$ cat config.mk
export PLATFORM = sky130hd
export DESIGN_NAME = cache_request_scheduler_flat
export DESIGN_NICKNAME = d
export VERILOG_FILES = /design/src/rtl/cache_request_scheduler_if.sv /design/src/rtl/cache_request_scheduler.sv /design/src/flat_wrapper.sv
export SDC_FILE = /design/constraint.sdc
export NUM_CORES = 1
export LEC_CHECK = 0
export CAP_MARGIN = 5
export CORE_AREA = 4 4 139 141
export CTS_CLUSTER_SIZE = 12
export DETAILED_ROUTE_END_ITERATION = 7
export DIE_AREA = 0 0 143 145
export PLACE_DENSITY_LB_ADDON = 0.3
export SYNTH_ARGS = -nofsm -noshare
export SYNTH_HDL_FRONTEND = slang
export SYNTH_SLANG_ARGS = --single-unit
$ cat constraint.sdc
create_clock -name ap_clk -period 4.5 [get_ports ap_clk]
set_input_delay 0.9 -clock ap_clk [delete_from_list [all_inputs] [get_ports ap_clk]]
set_output_delay 0.9 -clock ap_clk [all_outputs]
set_load 0.005 [all_outputs]
$ cat src/rtl/cache_request_scheduler_if.sv
// Request/response bundle shared between the cache request scheduler and
// its requestors, downstream cache port and control plane.
interface cache_request_scheduler_if #(
    parameter int NUM_REQUESTORS  = 4,
    parameter int ADDR_WIDTH      = 64,
    parameter int ID_WIDTH        = $clog2(NUM_REQUESTORS),
    parameter int MAX_OUTSTANDING = 16,
    parameter int CNT_WIDTH       = $clog2(MAX_OUTSTANDING + 1)
);
    logic                                sched_enable;
    logic [NUM_REQUESTORS-1:0]           req_valid;
    logic [NUM_REQUESTORS*ADDR_WIDTH-1:0] req_addr;
    logic [NUM_REQUESTORS-1:0]           req_ready;
    logic                                out_valid;
    logic [ADDR_WIDTH-1:0]               out_addr;
    logic [ID_WIDTH-1:0]                 out_id;
    logic                                out_ready;
    logic                                resp_valid;
    logic [ID_WIDTH-1:0]                 resp_id;
    logic [NUM_REQUESTORS*CNT_WIDTH-1:0] outstanding_count;
    logic                                sched_idle;
    logic                                resp_error;

    // Scheduler side of the bundle.
    modport slave (
        input  sched_enable, req_valid, req_addr, out_ready, resp_valid, resp_id,
        output req_ready, out_valid, out_addr, out_id, outstanding_count,
               sched_idle, resp_error
    );

    // Requestor / downstream / control-plane side of the bundle.
    modport master (
        output sched_enable, req_valid, req_addr, out_ready, resp_valid, resp_id,
        input  req_ready, out_valid, out_addr, out_id, outstanding_count,
               sched_idle, resp_error
    );
endinterface

$ cat src/rtl/cache_request_scheduler.sv
// Credit-based round-robin scheduler feeding one registered cache request
// slot from NUM_REQUESTORS requestors, with RUN/DRAIN/IDLE quiesce control.
module cache_request_scheduler #(
    parameter int NUM_REQUESTORS  = 4,
    parameter int ADDR_WIDTH      = 64,
    parameter int ID_WIDTH        = $clog2(NUM_REQUESTORS),
    parameter int MAX_OUTSTANDING = 16,
    parameter int CNT_WIDTH       = $clog2(MAX_OUTSTANDING + 1)
) (
    input  logic                     ap_clk,
    input  logic                     ap_rst_n,
    cache_request_scheduler_if.slave bus
);

    typedef enum logic [1:0] {
        ST_IDLE  = 2'd0,
        ST_RUN   = 2'd1,
        ST_DRAIN = 2'd2
    } state_t;

    state_t                  r_state;
    state_t                  w_stateNext;
    logic [CNT_WIDTH-1:0]    r_count [NUM_REQUESTORS];
    logic [ID_WIDTH-1:0]     r_lastGrant;
    logic                    r_outValid;
    logic [ADDR_WIDTH-1:0]   r_outAddr;
    logic [ID_WIDTH-1:0]     r_outId;
    logic                    r_idle;
    logic                    r_respError;

    logic                    w_slotFree;
    logic                    w_allZero;
    logic                    w_respBad;
    logic                    w_grantValid;
    logic [ID_WIDTH-1:0]     w_grantId;
    logic [NUM_REQUESTORS-1:0] w_eligible;
    logic [NUM_REQUESTORS-1:0] w_grant;
    logic [NUM_REQUESTORS-1:0] w_respHit;
    logic [NUM_REQUESTORS*CNT_WIDTH-1:0] w_countFlat;

    // Maps a rotated search position back onto a requestor index.
    function automatic logic [ID_WIDTH-1:0] wrapIdx(input int value);
        wrapIdx = ID_WIDTH'(value % NUM_REQUESTORS);
    endfunction

    // Per-requestor eligibility, response matching and counter flattening.
    always_comb begin
        w_slotFree  = ~r_outValid | bus.out_ready;
        w_allZero   = 1'b1;
        w_eligible  = '0;
        w_respHit   = '0;
        w_countFlat = '0;
        for (int i = 0; i < NUM_REQUESTORS; i++) begin
            w_eligible[i] = bus.req_valid[i] && (r_count[i] < CNT_WIDTH'(MAX_OUTSTANDING))
                            && (r_state == ST_RUN) && w_slotFree;
            w_respHit[i]  = bus.resp_valid && (bus.resp_id == ID_WIDTH'(i)) && (r_count[i] != '0);
            if (r_count[i] != '0) begin
                w_allZero = 1'b0;
            end
            w_countFlat[i*CNT_WIDTH +: CNT_WIDTH] = r_count[i];
        end
        w_respBad = bus.resp_valid && (w_respHit == '0);
    end

    // Round-robin pick starting just after the last granted requestor.
    always_comb begin
        w_grantValid = 1'b0;
        w_grantId    = '0;
        w_grant      = '0;
        for (int k = 0; k < NUM_REQUESTORS; k++) begin
            if (!w_grantValid && w_eligible[wrapIdx(int'(r_lastGrant) + 1 + k)]) begin
                w_grantValid = 1'b1;
                w_grantId    = wrapIdx(int'(r_lastGrant) + 1 + k);
            end
        end
        for (int i = 0; i < NUM_REQUESTORS; i++) begin
            w_grant[i] = w_grantValid && (w_grantId == ID_WIDTH'(i));
        end
    end

    // Control state machine next-state logic.
    always_comb begin
        w_stateNext = r_state;
        case (r_state)
            ST_IDLE:  if (bus.sched_enable) w_stateNext = ST_RUN;
            ST_RUN:   if (!bus.sched_enable) w_stateNext = ST_DRAIN;
            ST_DRAIN: begin
                if (bus.sched_enable) begin
                    w_stateNext = ST_RUN;
                end else if (w_allZero && !r_outValid) begin
                    w_stateNext = ST_IDLE;
                end
            end
            default:  w_stateNext = ST_IDLE;
        endcase
    end

    // State register plus registered idle and sticky error flags.
    always_ff @(posedge ap_clk or negedge ap_rst_n) begin
        if (!ap_rst_n) begin
            r_state     <= ST_IDLE;
            r_idle      <= 1'b1;
            r_respError <= 1'b0;
        end else begin
            r_state     <= w_stateNext;
            r_idle      <= (r_state == ST_IDLE) && w_allZero && !r_outValid;
            r_respError <= r_respError | w_respBad;
        end
    end

    // Output slot and round-robin pointer; the slot holds under backpressure.
    always_ff @(posedge ap_clk or negedge ap_rst_n) begin
        if (!ap_rst_n) begin
            r_outValid  <= 1'b0;
            r_outAddr   <= '0;
            r_outId     <= '0;
            r_lastGrant <= ID_WIDTH'(NUM_REQUESTORS - 1);
        end else if (w_grantValid) begin
            r_outValid  <= 1'b1;
            r_outAddr   <= bus.req_addr[int'(w_grantId)*ADDR_WIDTH +: ADDR_WIDTH];
            r_outId     <= w_grantId;
            r_lastGrant <= w_grantId;
        end else if (r_outValid && bus.out_ready) begin
            r_outValid  <= 1'b0;
        end
    end

    // Outstanding credit counters; a grant and a response in one cycle cancel.
    always_ff @(posedge ap_clk or negedge ap_rst_n) begin
        if (!ap_rst_n) begin
            for (int i = 0; i < NUM_REQUESTORS; i++) begin
                r_count[i] <= '0;
            end
        end else begin
            for (int i = 0; i < NUM_REQUESTORS; i++) begin
                if (w_grant[i] && !w_respHit[i]) begin
                    r_count[i] <= r_count[i] + 1'b1;
                end else if (!w_grant[i] && w_respHit[i]) begin
                    r_count[i] <= r_count[i] - 1'b1;
                end
            end
        end
    end

    assign bus.req_ready         = w_grant;
    assign bus.out_valid         = r_outValid;
    assign bus.out_addr          = r_outAddr;
    assign bus.out_id            = r_outId;
    assign bus.outstanding_count = w_countFlat;
    assign bus.sched_idle        = r_idle;
    assign bus.resp_error        = r_respError;

endmodule
$ cat src/flat_wrapper.sv
// flat-port wrapper written by rule: the top's interface ports become plain ports
module cache_request_scheduler_flat 
#(
    parameter int NUM_REQUESTORS  = 4,
    parameter int ADDR_WIDTH      = 64,
    parameter int ID_WIDTH        = $clog2(NUM_REQUESTORS),
    parameter int MAX_OUTSTANDING = 16,
    parameter int CNT_WIDTH       = $clog2(MAX_OUTSTANDING + 1)
)
  (ap_clk, ap_rst_n, bus_sched_enable, bus_req_valid, bus_req_addr, bus_out_ready, bus_resp_valid, bus_resp_id, bus_req_ready, bus_out_valid, bus_out_addr, bus_out_id, bus_outstanding_count, bus_sched_idle, bus_resp_error);
  cache_request_scheduler_if #(.NUM_REQUESTORS(NUM_REQUESTORS), .ADDR_WIDTH(ADDR_WIDTH), .ID_WIDTH(ID_WIDTH), .MAX_OUTSTANDING(MAX_OUTSTANDING), .CNT_WIDTH(CNT_WIDTH)) bus_i ();
  input  logic ap_clk;
  input  logic ap_rst_n;
  input wire logic [$bits(bus_i.sched_enable)-1:0] bus_sched_enable;
  input wire logic [$bits(bus_i.req_valid)-1:0] bus_req_valid;
  input wire logic [$bits(bus_i.req_addr)-1:0] bus_req_addr;
  input wire logic [$bits(bus_i.out_ready)-1:0] bus_out_ready;
  input wire logic [$bits(bus_i.resp_valid)-1:0] bus_resp_valid;
  input wire logic [$bits(bus_i.resp_id)-1:0] bus_resp_id;
  output wire logic [$bits(bus_i.req_ready)-1:0] bus_req_ready;
  output wire logic [$bits(bus_i.out_valid)-1:0] bus_out_valid;
  output wire logic [$bits(bus_i.out_addr)-1:0] bus_out_addr;
  output wire logic [$bits(bus_i.out_id)-1:0] bus_out_id;
  output wire logic [$bits(bus_i.outstanding_count)-1:0] bus_outstanding_count;
  output wire logic [$bits(bus_i.sched_idle)-1:0] bus_sched_idle;
  output wire logic [$bits(bus_i.resp_error)-1:0] bus_resp_error;
  assign bus_i.sched_enable = bus_sched_enable;
  assign bus_i.req_valid = bus_req_valid;
  assign bus_i.req_addr = bus_req_addr;
  assign bus_i.out_ready = bus_out_ready;
  assign bus_i.resp_valid = bus_resp_valid;
  assign bus_i.resp_id = bus_resp_id;
  assign bus_req_ready = bus_i.req_ready;
  assign bus_out_valid = bus_i.out_valid;
  assign bus_out_addr = bus_i.out_addr;
  assign bus_out_id = bus_i.out_id;
  assign bus_outstanding_count = bus_i.outstanding_count;
  assign bus_sched_idle = bus_i.sched_idle;
  assign bus_resp_error = bus_i.resp_error;
  cache_request_scheduler #(.NUM_REQUESTORS(NUM_REQUESTORS), .ADDR_WIDTH(ADDR_WIDTH), .ID_WIDTH(ID_WIDTH), .MAX_OUTSTANDING(MAX_OUTSTANDING), .CNT_WIDTH(CNT_WIDTH)) u_core (.ap_clk(ap_clk), .ap_rst_n(ap_rst_n), .bus(bus_i));
endmodule
==> results.yml <==
floorplan:
  die_width_um: 143
  io_pins: 360
  core.rowCount: 49
  start_util: 0.305
  die_area_mm2: 0.0207
  fp.dieH_um: 145
  core-area_mm2: 0.0180
clocking:
  cts_resized: 0
  cts_setup_buffers: 0
  htreeDepth: 3
  clockBufferDepth: 2
  clk_pin_slew_ps: 70
  root_buffer: "clkbuf_16"
  clkSinkCount: 93
  postCtsHoldBufs: 0
  clk_latency_ps: 340
  numCtsBuffers: 9
  cts_tree: "yes"
finish:
  fill_cells: 1643
  drive_above_1_share: 0.0892
  synthToLayoutAreaGrowth_pct: 74.5
  nets: 1146
detailed_routing:
  viasPerCell: 5.10
  post_drt_wl_per_cell_um: 20.3
  final_antenna_net_count: 0
  wl_mm: 22.2
  first_pass_iters: 4
  drc: 0
  drtIter0Drc: 246
  vias: 5573
synthesis:
  ys_types: 48
  synthTopCellsByCount: "90 x dfrtp_1, 68 x o22ai_1, 49 x nor2_1"
  synth.most_common_cell: "dfrtp_1"
  synthCells: 514
  syn_avg_cell_area_um2: 10.7
  synth_edf_count: 0
  yosys-top-cells-area: "dfrtp_1 41%, mux2_2 8.0%, o22ai_1 7.8%"
  synth-seq-cells: 93
  synth_area_mm2: 0.00549
  syn_nets: 801
  ys.flop_type: "dfrtp_1"
  synth_top_area_cell: "dfrtp_1"
  synth_top_cell_area_share: 0.410
  ys_warn_count: 0
  seq_area_frac_synth: 0.425
  ys_async_sr_fraction: 1.00
min_path:
  hold_class: "reg2reg"
global_route:
  grt_usage: 0.200
  grt-ovfl-total: 0
  grt_pass1_vias: 5671
  antenna_found_initial: 1
  grt_max_degree: 68
  grt_pass1_wl_mm: 32.4
sta:
  fin_skew_ps: 8.69
  final.setup.worst_slack_ps: 451
  finalCriticalPeriod_ps: 4050
  finalSetupViolCount: 0
  max_clock_freq_mhz: 247
  hold_viol: 0
  max_slew_margin: 0.402
  fin_tns_setup_ps: 0
  period_share: 0.900
  slew_viol_final: 0
  rsz0062_at_grt: "false"
  tightest_slew_ps: 898
worst_setup_path:
  worstPathCellList: "clkdlybuf4s50_1 -> or4b_1 -> o31ai_1 -> nor3_4 -> or3_1 -> inv_2 -> clkdlybuf4s50_1"
  critPathBufInv: 3
  reg2reg_depth: 13
  r2r_slack_ps: 1240
  max_stage_delay_ps: 540
  startpoint_type: "primary input"
  worst-path-stages: 7
  crit_start: "bus_req_valid[1]"
  timing.rr.start: "u_core.r_lastGrant[1]$_DFFE_PN1P_"
  cpMaxStageDelayCell: "clkdlybuf4s50_1"
  critPathMaxFanout: 8
  critPathTopFamily: "buffers and inverters"
  crit_type: "in2out"
  crit_path_end_kind: "primary output"
  r2r_end: "u_core.bus.outstanding_count[9]$_DFFE_PN0P_"
  cp.arrival_ps: 3150
  crit_top_cell: "clkdlybuf4s50_1"
  required_ps: 3600
  cp-endpoint: "bus_req_ready[1]"
pwr:
  peakVddDrop_uv: 340
  p_leak_nw: 3.83
  powerDensity_mw_per_mm2: 583
placement:
  io_buffers: 359
  hpwl_mm: 17.2
  pre_cts_ws_ps: 342
  gp_congestion: 0.844
run_status:
  status: "complete, no violations"
run:
  maxCapViolCount: 0
==> per-stage QoR <==
stage,area [um2],instances,power (W),hold WS (ps),util
after detailed placement,9260,1077,0.00480,464,0.516
after floorplan,5490,514,0.00328,425,-
final,9580,1093,0.00559,470,0.533
after global placement,9260,1077,0.00476,461,0.516
after global routing,9580,1093,0.00597,508,0.533
after CTS,9580,1092,0.00565,474,0.533
==> state kept, by name (all words and copies together) (netlist names) <==
register and flops:
u_core.bus.resp_error 1, u_core.r_lastGrant 2, u_core.bus.outstanding_count 20, u_core.bus.out_id 2, u_core.r_state 2, u_core.bus.out_valid 1, u_core.bus.out_addr 64, u_core.bus.sched_idle 1
==> final cells by class <==
class | instances | area [um2] | share of cell area
diodes | 1 | 2.50 | 0.000261
clock buffers | 10 | 239 | 0.0250
clock inverters | 5 | 75.1 | 0.00784
inverters | 10 | 37.5 | 0.00392
multi-input cells | 373 | 2920 | 0.305
flip-flops and latches | 93 | 2330 | 0.243
well taps | 229 | 287 | 0.0299
repair buffers | 372 | 3690 | 0.385
==> worst min-delay path by stage <==
stage,slack (ps),start,to,cells after the start
4_1_cts,470,u_core.r_state[1]$_DFFE_PN0P_,u_core.bus.sched_idle$_DFF_PN1_,1
3_5_place_dp,460,u_core.r_state[1]$_DFFE_PN0P_,u_core.bus.sched_idle$_DFF_PN1_,1
6_report,470,u_core.r_state[1]$_DFFE_PN0P_,u_core.bus.sched_idle$_DFF_PN1_,1
2_1_floorplan,420,u_core.r_state[1]$_DFFE_PN0P_,u_core.bus.sched_idle$_DFF_PN1_,1
3_3_place_gp,460,u_core.r_state[1]$_DFFE_PN0P_,u_core.bus.sched_idle$_DFF_PN1_,1
5_1_grt,510,u_core.bus.out_id[1]$_DFFE_PN0P_,u_core.bus.out_id[1]$_DFFE_PN0P_,2
==> placed cells by master (no fill, tap or decap), types with 14 or more instances in the layout <==
master / n
nand2_1: 17
o22ai_1: 68
buf_4: 14
mux2_2: 39
o2bb2ai_1: 29
ha_1: 16
clkdlybuf4s50_1: 358
mux2i_1: 29
a221o_1: 29
dfrtp_1: 90
nor2_1: 49
==> per-layer routing <==
metal  track usage  part of all wire  up-vias
met5             0                 0        -
met2         0.346              0.50      211
li1              -                 -     2668
met1         0.246              0.40     2665
met3        0.0438             0.073       29
met4        0.0661             0.021        0
==> where the power goes <==
group	total, W	leakage (nW)	internal [W]	switching (W)
Clock	0.000819	0.158	0.000496	0.000323
Sequential	0.00158	1.09	0.00126	0.000319
Combinational	0.00319	2.58	0.00184	0.00135
==> cell families after synthesis <==
| logic type | after synthesis | share of synthesized area |
|---|---|---|
| simple gates | 96 | 0.0823 |
| xor+xnor | 21 | 0.0335 |
| compound gates | 168 | 0.229 |
| fa+ha+maj | 20 | 0.0511 |
| buf+inv | 48 | 0.0461 |
| mux | 68 | 0.133 |
| flops | 93 | 0.425 |
Power figures use the tool's default switching activity.
